<file path="config.mk">
export PLATFORM = sky130hd
export DESIGN_NAME = serial_add_ctrl
export DESIGN_NICKNAME = d
export VERILOG_FILES = /design/src/rtl/serial_add_pkg.sv /design/src/rtl/serial_add_ctrl_fa_cell.sv /design/src/rtl/serial_add_ctrl.sv
export SDC_FILE = /design/constraint.sdc
export NUM_CORES = 1
export LEC_CHECK = 0
export CAP_MARGIN = 40
export CORE_ASPECT_RATIO = 1.75
export CORE_MARGIN = 4
export CORE_UTILIZATION = 35
export CTS_CLUSTER_DIAMETER = 150
export CTS_CLUSTER_SIZE = 28
export DETAILED_ROUTE_END_ITERATION = 6
export DONT_BUFFER_PORTS = 1
export GPL_TIMING_DRIVEN = 0
export HOLD_SLACK_MARGIN = 0.02
export REMOVE_ABC_BUFFERS = 1
export SYNTH_ARGS = -nofsm -noshare
export SYNTH_HDL_FRONTEND = slang
export SYNTH_SLANG_ARGS = --single-unit
</file>
<file path="constraint.sdc">
create_clock -name clk -period 3.35 [get_ports clk]
set_clock_uncertainty 0.05 [all_clocks]
set_input_delay 1.005 -clock clk [delete_from_list [all_inputs] [get_ports clk]]
set_output_delay 1.005 -clock clk [all_outputs]
set_load 0.02 [all_outputs]
</file>
<file path="src/rtl/serial_add_pkg.sv">
// Shared definitions for the bit-serial adder sequencer: state encoding
// and the counter-width helper.
package serial_add_pkg;

  localparam logic [1:0] ST_IDLE = 2'd0;
  localparam logic [1:0] ST_RUN  = 2'd1;
  localparam logic [1:0] ST_DONE = 2'd2;

  typedef enum logic [1:0] {
    IDLE = ST_IDLE,
    RUN  = ST_RUN,
    DONE = ST_DONE
  } state_t;

  // Bit-step counter width: must be able to hold 0..width.
  function automatic int cnt_w(input int width);
    return $clog2(width + 32'd1);
  endfunction

endpackage

</file>
<file path="src/rtl/serial_add_ctrl_fa_cell.sv">
// Single 1-bit full adder; the only arithmetic element of the sequencer.
module fa_cell (
  input  logic ai,
  input  logic bi,
  input  logic ci,
  output logic s,
  output logic co
);

  assign {co, s} = {1'b0, ai} + {1'b0, bi} + {1'b0, ci};

endmodule

</file>
<file path="src/rtl/serial_add_ctrl.sv">
// Bit-serial adder sequencer: captures two WIDTH-bit operands and a carry,
// feeds one bit per cycle (LSB first) through a shared 1-bit full adder,
// and publishes {cout,sum} together with a one-cycle done pulse.
module serial_add_ctrl
  import serial_add_pkg::*;
#(
  parameter int WIDTH = 8
) (
  input  logic             clk,
  input  logic             rst,
  input  logic             start,
  input  logic [WIDTH-1:0] a,
  input  logic [WIDTH-1:0] b,
  input  logic             cin,
  output logic             busy,
  output logic             done,
  output logic [WIDTH-1:0] sum,
  output logic             cout
);

  localparam int             CW       = cnt_w(WIDTH);
  localparam logic [CW-1:0]  CNT_LAST = CW'(WIDTH - 1);

  state_t           state;
  state_t           state_nxt;
  logic [WIDTH-1:0] a_sh;
  logic [WIDTH-1:0] b_sh;
  logic [WIDTH-1:0] acc;
  logic [WIDTH-1:0] acc_nxt;
  logic [WIDTH-1:0] s_msb;
  logic             carry;
  logic [CW-1:0]    cnt;
  logic             cell_s;
  logic             cell_c;

  fa_cell u_cell (
    .ai (a_sh[0]),
    .bi (b_sh[0]),
    .ci (carry),
    .s  (cell_s),
    .co (cell_c)
  );

  // Accumulator update: shift right and drop the new sum bit into the MSB
  // (written with a mask so WIDTH=1 needs no special slice).
  always_comb begin
    s_msb          = '0;
    s_msb[WIDTH-1] = cell_s;
    acc_nxt        = (acc >> 1'b1) | s_msb;
  end

  // Next-state logic for the IDLE -> RUN -> DONE -> IDLE sequence.
  always_comb begin
    state_nxt = state;
    case (state)
      IDLE: begin
        if (start) begin
          state_nxt = RUN;
        end else begin
          state_nxt = IDLE;
        end
      end
      RUN: begin
        if (cnt == CNT_LAST) begin
          state_nxt = DONE;
        end else begin
          state_nxt = RUN;
        end
      end
      DONE:    state_nxt = IDLE;
      default: state_nxt = IDLE;
    endcase
  end

  // State register plus busy/done flags, registered from the next state so
  // they line up with the state they describe.
  always_ff @(posedge clk) begin
    if (rst) begin
      state <= IDLE;
      busy  <= 1'b0;
      done  <= 1'b0;
    end else begin
      state <= state_nxt;
      busy  <= (state_nxt == RUN);
      done  <= (state_nxt == DONE);
    end
  end

  // Operand capture, bit stepping and result publication.
  always_ff @(posedge clk) begin
    if (rst) begin
      a_sh  <= '0;
      b_sh  <= '0;
      acc   <= '0;
      carry <= 1'b0;
      cnt   <= '0;
      sum   <= '0;
      cout  <= 1'b0;
    end else begin
      case (state)
        IDLE: begin
          if (start) begin
            a_sh  <= a;
            b_sh  <= b;
            carry <= cin;
            cnt   <= '0;
            acc   <= '0;
          end
        end
        RUN: begin
          carry <= cell_c;
          a_sh  <= a_sh >> 1'b1;
          b_sh  <= b_sh >> 1'b1;
          acc   <= acc_nxt;
          cnt   <= cnt + 1'b1;
          if (cnt == CNT_LAST) begin
            sum  <= acc_nxt;
            cout <= cell_c;
          end
        end
        DONE: begin
        end
        default: begin
        end
      endcase
    end
  end

endmodule

</file>
# --- Word level (Yosys, flattened, before mapping) ---
# Index checks and enable logic that the tools add are counted.
totals:
  n_memories: 0
  out_inout_bits: 11
  latch_bits: 0
  romBits: 0
  reg_bits: 42
  ram_bits: 0
  elab_cells: 36
op_classes:
  n_addsub: 3
  n_reduce_logical: 4
  shift: 0
  n_lt_le_gt_ge: 0
  mux: 13
  n_eq_ne: 5
  div_mod_pow: 0
  mul: 0
  n_bitwise: 1
ops:
  columns: ["op", "n"]
  rows:
  - ["case mux 8 bit (2 select lines)", 3]
  - ["2-to-1 mux 8 bit", 3]
  - ["bitwise OR 7 x 8 -> 8 bit", 1]
  - ["case mux 4 bit (2 select lines)", 1]
  - ["adder 4 x 1 -> 4 bit (second input constant)", 1]
  - ["equality test 2 x 1 -> 1 bit (second input constant)", 2]
  - ["equality test 4 x 3 -> 1 bit (second input constant)", 1]
  - ["2-to-1 mux 4 bit", 1]
  - ["case mux 2 bit (2 select lines)", 1]
  - ["AND reduction 2 bit", 2]
  - ["adder 1 x 1 -> 2 bit", 1]
  - ["adder 2 x 1 -> 2 bit", 1]
  - ["equality test 2 bit (second input constant)", 1]
  - ["logical NOT 2 bit", 1]
  - ["2-to-1 mux 1 bit", 2]
  - ["2-to-1 mux 2 bit", 1]
  - ["inequality test 2 bit (second input constant)", 1]
  - ["case mux 1 bit (2 select lines)", 1]
  - ["nonzero test 2 bit", 1]

# --- Depth between registers and ports, before layout ---
# Gate-level depths: netlist (run 1).
logic_depth:
  word_depth: 4
  ltp_mapped: 6

# --- Cells and area by module ---
# A second synthesis (run 1) with hierarchy kept.
hier_totals:
  hier_cells: 187
  hier_area_um2: 1706.6
by_module_without_submodules:
  columns: ["module", "n_inst", "seq_area_each_um2", "area_each_um2", "cells_each"]
  rows:
  - ["serial_add_ctrl", 1, 820.8, 1686.6, 186]
  - ["fa_cell", 1, 0.0, 20.0, 1]

# --- Worst setup path after synthesis (run 1) ---
# No wires, ideal clock.
synth_timing:
  path_kind: "input to register"
  startpoint: "input port start"
  endpoint: "register cnt[0]"
  path_stages: 4
  setup_ns: 0.086
  arrival_ns: 1.671
  t_required_ns: 3.214
  slack_ns: 1.543
  path_cell_list: "o21ba_2 -> clkbuf_2 -> buf_4 -> a211oi_1"
synth_between:
  elab_chain_len: 2
synth_rtl:
  columns: ["item", "line", "source"]
  rows:
  - ["from (decl)", "serial_add_ctrl.sv:11", "input logic start,"]
  - ["inequality test 2 bit (no source line)", null, null]
  - ["AND reduction 2 bit (no source line)", null, null]
  - ["to (signal assigned)", "serial_add_ctrl.sv:115", "cnt <= cnt + 1'b1;"]
  - ["to (decl)", "serial_add_ctrl.sv:32", "logic [CW-1:0] cnt;"]
# No other way between the ends.
# A chain may end at the register's enable or synchronous reset.

# --- Worst setup path after layout (run 1) ---
layout_timing:
  startpoint: "register state[0]"
  endpoint: "register cout"
layout_between:
  elab_chain_len: 2
layout_rtl:
  columns: ["item", "line", "source"]
  rows:
  - ["from (decl)", "serial_add_ctrl.sv:24", "state_t state;"]
  - ["from (signal assigned)", "serial_add_ctrl.sv:83", "state <= state_nxt;"]
  - ["equality test 2 x 1 -> 1 bit", "serial_add_ctrl.sv:100", "case (state)"]
  - ["AND reduction 2 bit (no source line)", null, null]
  - ["to (signal assigned)", "serial_add_ctrl.sv:118", "cout <= cell_c;"]
  - ["to (decl)", "serial_add_ctrl.sv:18", "output logic cout"]
# No other way between the ends.

==> results of run 1 <==
layer usage:
layer,vias to the layer above,track usage
met5,-,0
met4,0,0.0358
met3,5,0.0537
met2,36,0.184
met1,579,0.141
li1,628,-
cell families after synthesis:
group           after synthesis
simple gates                 59
fa+ha+maj                     2
flops                        41
buf+inv                      18
compound gates               56
state kept, by name (all words and copies together), names as in the netlist:
name	flops
carry	1
cnt	4
cout	1
b_sh	8
acc	7
state	2
a_sh	8
done	1
sum	8
busy	1
cells in the mapped netlist, drive strengths merged (2+ instances only):
library cell  instances  area share
nor2b                 5       0.019
o22ai                14       0.053
nand4b                9       0.048
dfxtp                41        0.50
nand3                 2      0.0061
nor2                 28       0.064
clkbuf                9       0.021
nand2b               10       0.038
a22oi                10       0.045
a211oi               18       0.082
buf                   7       0.030
inv                   2      0.0045
o21ai                 9       0.027
per-stage QoR:
stage / cells / power, mW
2_1_floorplan: 160 / 0.590
3_3_place_gp: 211 / 0.601
3_5_place_dp: 213 / 0.608
4_1_cts: 221 / 0.912
5_1_grt: 221 / 0.945
6_report: 221 / 0.905
power by group:
group | internal, mW | switching (mW)
combinational | 0.0331 | 0.0375
clock | 0.144 | 0.164
sequential | 0.509 | 0.0162
worst max-delay path by stage:
stage          endpoint  cells after the start
2_1_floorplan    cnt[2]                      3
3_3_place_gp     sum[7]                      3
3_5_place_dp       cout                      4
4_1_cts            cout                      4
5_1_grt          sum[6]                      4
6_report           cout                      4
cell type report:
cell class / instances / area, um2 / area share
clock buffer: 6 / 72.6 / 0.0420
clock inverter: 2 / 10.0 / 0.00579
inverter: 2 / 7.51 / 0.00434
multi-input combinational: 117 / 739 / 0.428
sequential: 41 / 821 / 0.475
tap: 51 / 63.8 / 0.0369
timing repair buffer: 2 / 15.0 / 0.00868
critical path, stage by stage (launching register included):
cell	delay, ps
dfxtp_1	550
nor2b_1	540
buf_4	290
and2_1	340
o21ai_0	150
==> results.json, run 1 <==
{
  "port_buffers": 0,
  "drt_iter0_markers": 69,
  "clock-sinks": 41,
  "clockBufferDepth": 2,
  "holdCritStartpoint": "a_sh[5]",
  "syn_area_um2": 1650,
  "rows": 32,
  "maxSlewViolCount": 0,
  "arrival_ps": 2170,
  "synthAdderAreaFrac": 0.0197,
  "dieArea_um2": 5920,
  "drc": 0,
  "whs_path_depth": 2,
  "grt-ovfl-total": 0,
  "synth_cell_type_count": 29,
  "hp-class": "flip-flop to flip-flop",
  "crit_fanout": 13,
  "finish.instance_area_um2": 1730,
  "die_h_um": 98.9,
  "crit_required_ps": 3470,
  "synth_edf_count": 0,
  "tns_ps": 0,
  "met2_length_mm": 1.56,
  "cts-root-buf": "clkbuf_8",
  "tritoncts": "yes",
  "yosysWarningCount": 0,
  "r2r_cells": 4,
  "nFillCells": 482,
  "status": "complete, no violations",
  "max_freq_mhz": 487,
  "grt_pass1_wl_mm": 5.53,
  "routed_via_density": 5.65,
  "setup.worst_path.end_class": "flip-flop",
  "synth_simple_gate_area_frac": 0.195,
  "rrSetupSlack_ps": 1300,
  "ys_seq_area_frac": 0.497,
  "dpl_cell_area_um2": 1650,
  "synth_area_per_cell_um2": 9.38,
  "leakagePower_nw": 0.601,
  "hold_viol": 0,
  "final_common_cell": "dfxtp_1",
  "antenna_found_initial": 0,
  "dpl.hpwl_mm": 2.11,
  "clk_latency_ps": 290,
  "setup_violations": 0,
  "holdPathEnd": "a_sh[5]",
  "io_pins": 31,
  "synth_top_family_by_area": "compound AO/OA/AOI/OAI gates",
  "drtAntennaViolNets": 0,
  "fp.dieW_um": 59.9,
  "grt_max_degree": 51,
  "cts_buffers": 5,
  "nets": 191,
  "synth_cells": 176,
  "synthXorXnorAreaFrac": 0,
  "cts-htree-levels": 2,
  "route.vias.total": 1248,
  "setup.worst_path.start_class": "flip-flop",
  "fin_crit_ps": 2050,
  "area_growth_pct": 4.70,
  "ys_ff_latch": 41,
  "rsz0062_at_grt": "no",
  "core_um2": 4480,
  "vdd_drop_max_v": 0.000422,
  "startpoint": "state[0]",
  "pre_cts_slack_ps": 1310,
  "first_pass_iters": 4,
  "fin_ws_ps": 1300,
  "grt_pass1_vias": 1256,
  "reg2reg_from": "state[0]",
  "drt-met1-wl_mm": 1.37,
  "n_antenna_cell": 0,
  "whs_ps": 448,
  "power_density_nw_per_um2": 523,
  "postCtsSetupBuffers": 0,
  "worst_pin_slew_ps": 579,
  "met3RoutedLength_um": 239,
  "grt_usage": 0.117,
  "fin_util": 0.386,
  "path_clk_slew_ps": 80,
  "wl_mm": 3.21,
  "top_layer": "met4",
  "layout-drive-gt1-share": 0.0647,
  "holdBufCountCts": 0,
  "slew_headroom": 0.613,
  "synth_compound_area_frac": 0.233,
  "min_period_over_period": 0.613,
  "initial_core_util": 0.368,
  "wl_per_cell_um": 14.5,
  "async_reset_ff_frac": 0,
  "synth_flop_cell": "dfxtp_1",
  "cts_resized": 0,
  "r2r_end": "cout",
  "muxShareOfSynthArea": 0,
  "drv_cap": 0,
  "gp_congestion": 0.693,
  "path_class": "flip-flop to flip-flop",
  "final_cell_mix": "dfxtp_1 (41), nor2_1 (28), a211oi_1 (18)"
}
(Power assumes the default switching activity.)
==> run 2, diff against run 1 <==
Clock period 3.35 ns to 1.9 ns, I/O delays scaled along.
==> run 2 against run 1 <==
  * Fmax grew 26%
  * Core utilization grew 0.22 points
  * Sequential share of layout area shrank 0.20 points
  * Final area grew 0.58%
  * Critical path depth is the same
  * Combinational power grew 78%
  * Flip-flop and latch count is the same
  * Count of clock-buffer cells in the layout is the same
  * Critical path type unchanged
  * Largest cell class unchanged
==> results.json, run 2 (same netlist as run 1, synthesis figures left out) <==
{
  "rows": 32,
  "grt_pass1_wl_mm": 5.53,
  "largest_registers": "a_sh: 8 flops, b_sh: 8 flops, sum: 8 flops",
  "crit_fanout": 13,
  "max_freq_mhz": 615,
  "cts-htree-levels": 2,
  "path_cells": "nor2b_4 -> buf_4 -> and2_1 -> o21ai_0",
  "whs_path_depth": 1,
  "hp-class": "primary input to flip-flop",
  "whs_ps": 286,
  "initial_core_util": 0.368,
  "arrival_ps": 1740,
  "clk_latency_ps": 290,
  "power_density_nw_per_um2": 918,
  "seq_power_share": 0.581,
  "r2r_cells": 4,
  "vdd_drop_max_v": 0.000743,
  "holdBufCountCts": 0,
  "die_h_um": 98.9,
  "path_depth": 4,
  "setup.worst_path.end_class": "flip-flop",
  "worst_pin_slew_ps": 531,
  "grt_pass1_vias": 1256,
  "route.vias.total": 1241,
  "wl_mm": 3.21,
  "p_sw_frac": 0.240,
  "setup_violations": 0,
  "setup.worst_path.start_class": "flip-flop",
  "fin_crit_ps": 1630,
  "fp.dieW_um": 59.9,
  "clkPwrFrac": 0.340,
  "status": "complete, no violations",
  "drtAntennaViolNets": 0,
  "path_class": "flip-flop to flip-flop",
  "critical_path_buf_inv_count": 1,
  "routed_via_density": 5.62,
  "nets": 191,
  "crit_required_ps": 2010,
  "drc": 0,
  "cts_buffers": 5,
  "crit_slowest_cell": "dfxtp_2",
  "cpLargestDelayFamily": "simple AND/OR/NAND/NOR gates",
  "antenna_found_initial": 0,
  "intPower_mw": 1.21,
  "leakagePower_nw": 0.604,
  "final_common_cell": "dfxtp_1",
  "dieArea_um2": 5920,
  "slowest_delay_ps": 450,
  "rrSetupSlack_ps": 270,
  "rsz0062_at_grt": "no",
  "layout-drive-gt1-share": 0.0824,
  "min_period_over_period": 0.856,
  "hold_viol": 0,
  "netSwitchingPower_mw": 0.383,
  "drt_iter0_markers": 63,
  "port_buffers": 0,
  "n_antenna_cell": 0,
  "maxSlewViolCount": 0,
  "grt_usage": 0.117,
  "clock-sinks": 41,
  "area_growth_pct": 5.30,
  "holdPathEnd": "b_sh[1]",
  "reg2reg_from": "state[0]",
  "drv_cap": 0,
  "core_um2": 4480,
  "path_clk_slew_ps": 80,
  "power_frac_comb": 0.079,
  "cts-root-buf": "clkbuf_8",
  "tritoncts": "yes",
  "postCtsSetupBuffers": 0,
  "final_cell_mix": "dfxtp_1 (40), nor2_1 (28), a211oi_1 (18)",
  "grt_max_degree": 51,
  "r2r_end": "cout",
  "clockBufferDepth": 2,
  "io_pins": 31,
  "tns_ps": 0,
  "wl_per_cell_um": 14.5,
  "dpl.hpwl_mm": 2.11,
  "first_pass_iters": 4,
  "slew_headroom": 0.646,
  "holdCritStartpoint": "rst",
  "grt-ovfl-total": 0,
  "gp_congestion": 0.693
}
-- run 2: changes by cell type in the layout (fill, tap and decap cells not counted) --
cell     change
and3b_1      -1
nor2b_1      -1
nor2b_4      +1
dfxtp_1      -1
dfxtp_2      +1
and3b_2      +1
-- run 2: stage by stage --
stage,setup WS [ps],utilization,area (um2),power (mW),cells
detailed placement,-136,0.367,1650,1.07,213
global route,116,0.388,1740,1.67,221
CTS,11.3,0.386,1730,1.61,221
finish,274,0.388,1740,1.60,221
floorplan,80.2,-,1570,1.04,160
global placement,-382,0.364,1630,1.06,211
-- run 2: area by class of cell --
type | count | area (um2)
fill | 483 | 2750
inverter | 2 | 7.51
timing repair buffer | 2 | 15.0
multi-input combinational | 117 | 748
tap | 51 | 63.8
sequential | 41 | 822
clock buffer | 6 | 72.6
clock inverter | 2 | 10.0
-- run 2: worst register-to-register path: stages, from the launching register on --
cell     delay [ps]
dfxtp_2         450
nor2b_4         290
buf_4           230
and2_1          340
o21ai_0         150
-- run 2: layer usage --
| metal | wire, um | global-route usage |
|---|---|---|
| met1 | 1360 | 0.141 |
| met2 | 1590 | 0.184 |
| met3 | 230 | 0.0537 |
| met4 | 31 | 0.0358 |
| met5 | 0 | 0 |
-- run 2: repair_timing --
action | 4_1_cts | 5_1_grt
resized for setup | 1 | 3
hold endpoints to repair | 0 | 0
setup endpoints to repair | 11 | 11
-- run 2: worst max path at each step --
stage	slack (ps)	startpoint	end
2_1_floorplan	80	state[0]	cout
3_3_place_gp	-380	state[0]	sum[7]
3_5_place_dp	-140	state[0]	cout
4_1_cts	10	state[0]	cout
5_1_grt	120	state[0]	sum[6]
6_report	270	state[0]	cout
-- run 2: power by group through the flow --
stage / registers (mW) / clock network [mW] / logic [mW]
6_report: 0.927 / 0.543 / 0.126
5_1_grt: 0.933 / 0.591 / 0.144
4_1_cts: 0.927 / 0.557 / 0.126
3_5_place_dp: 0.946 / 0 / 0.125
3_3_place_gp: 0.945 / 0 / 0.116
2_1_floorplan: 0.940 / 0 / 0.0998
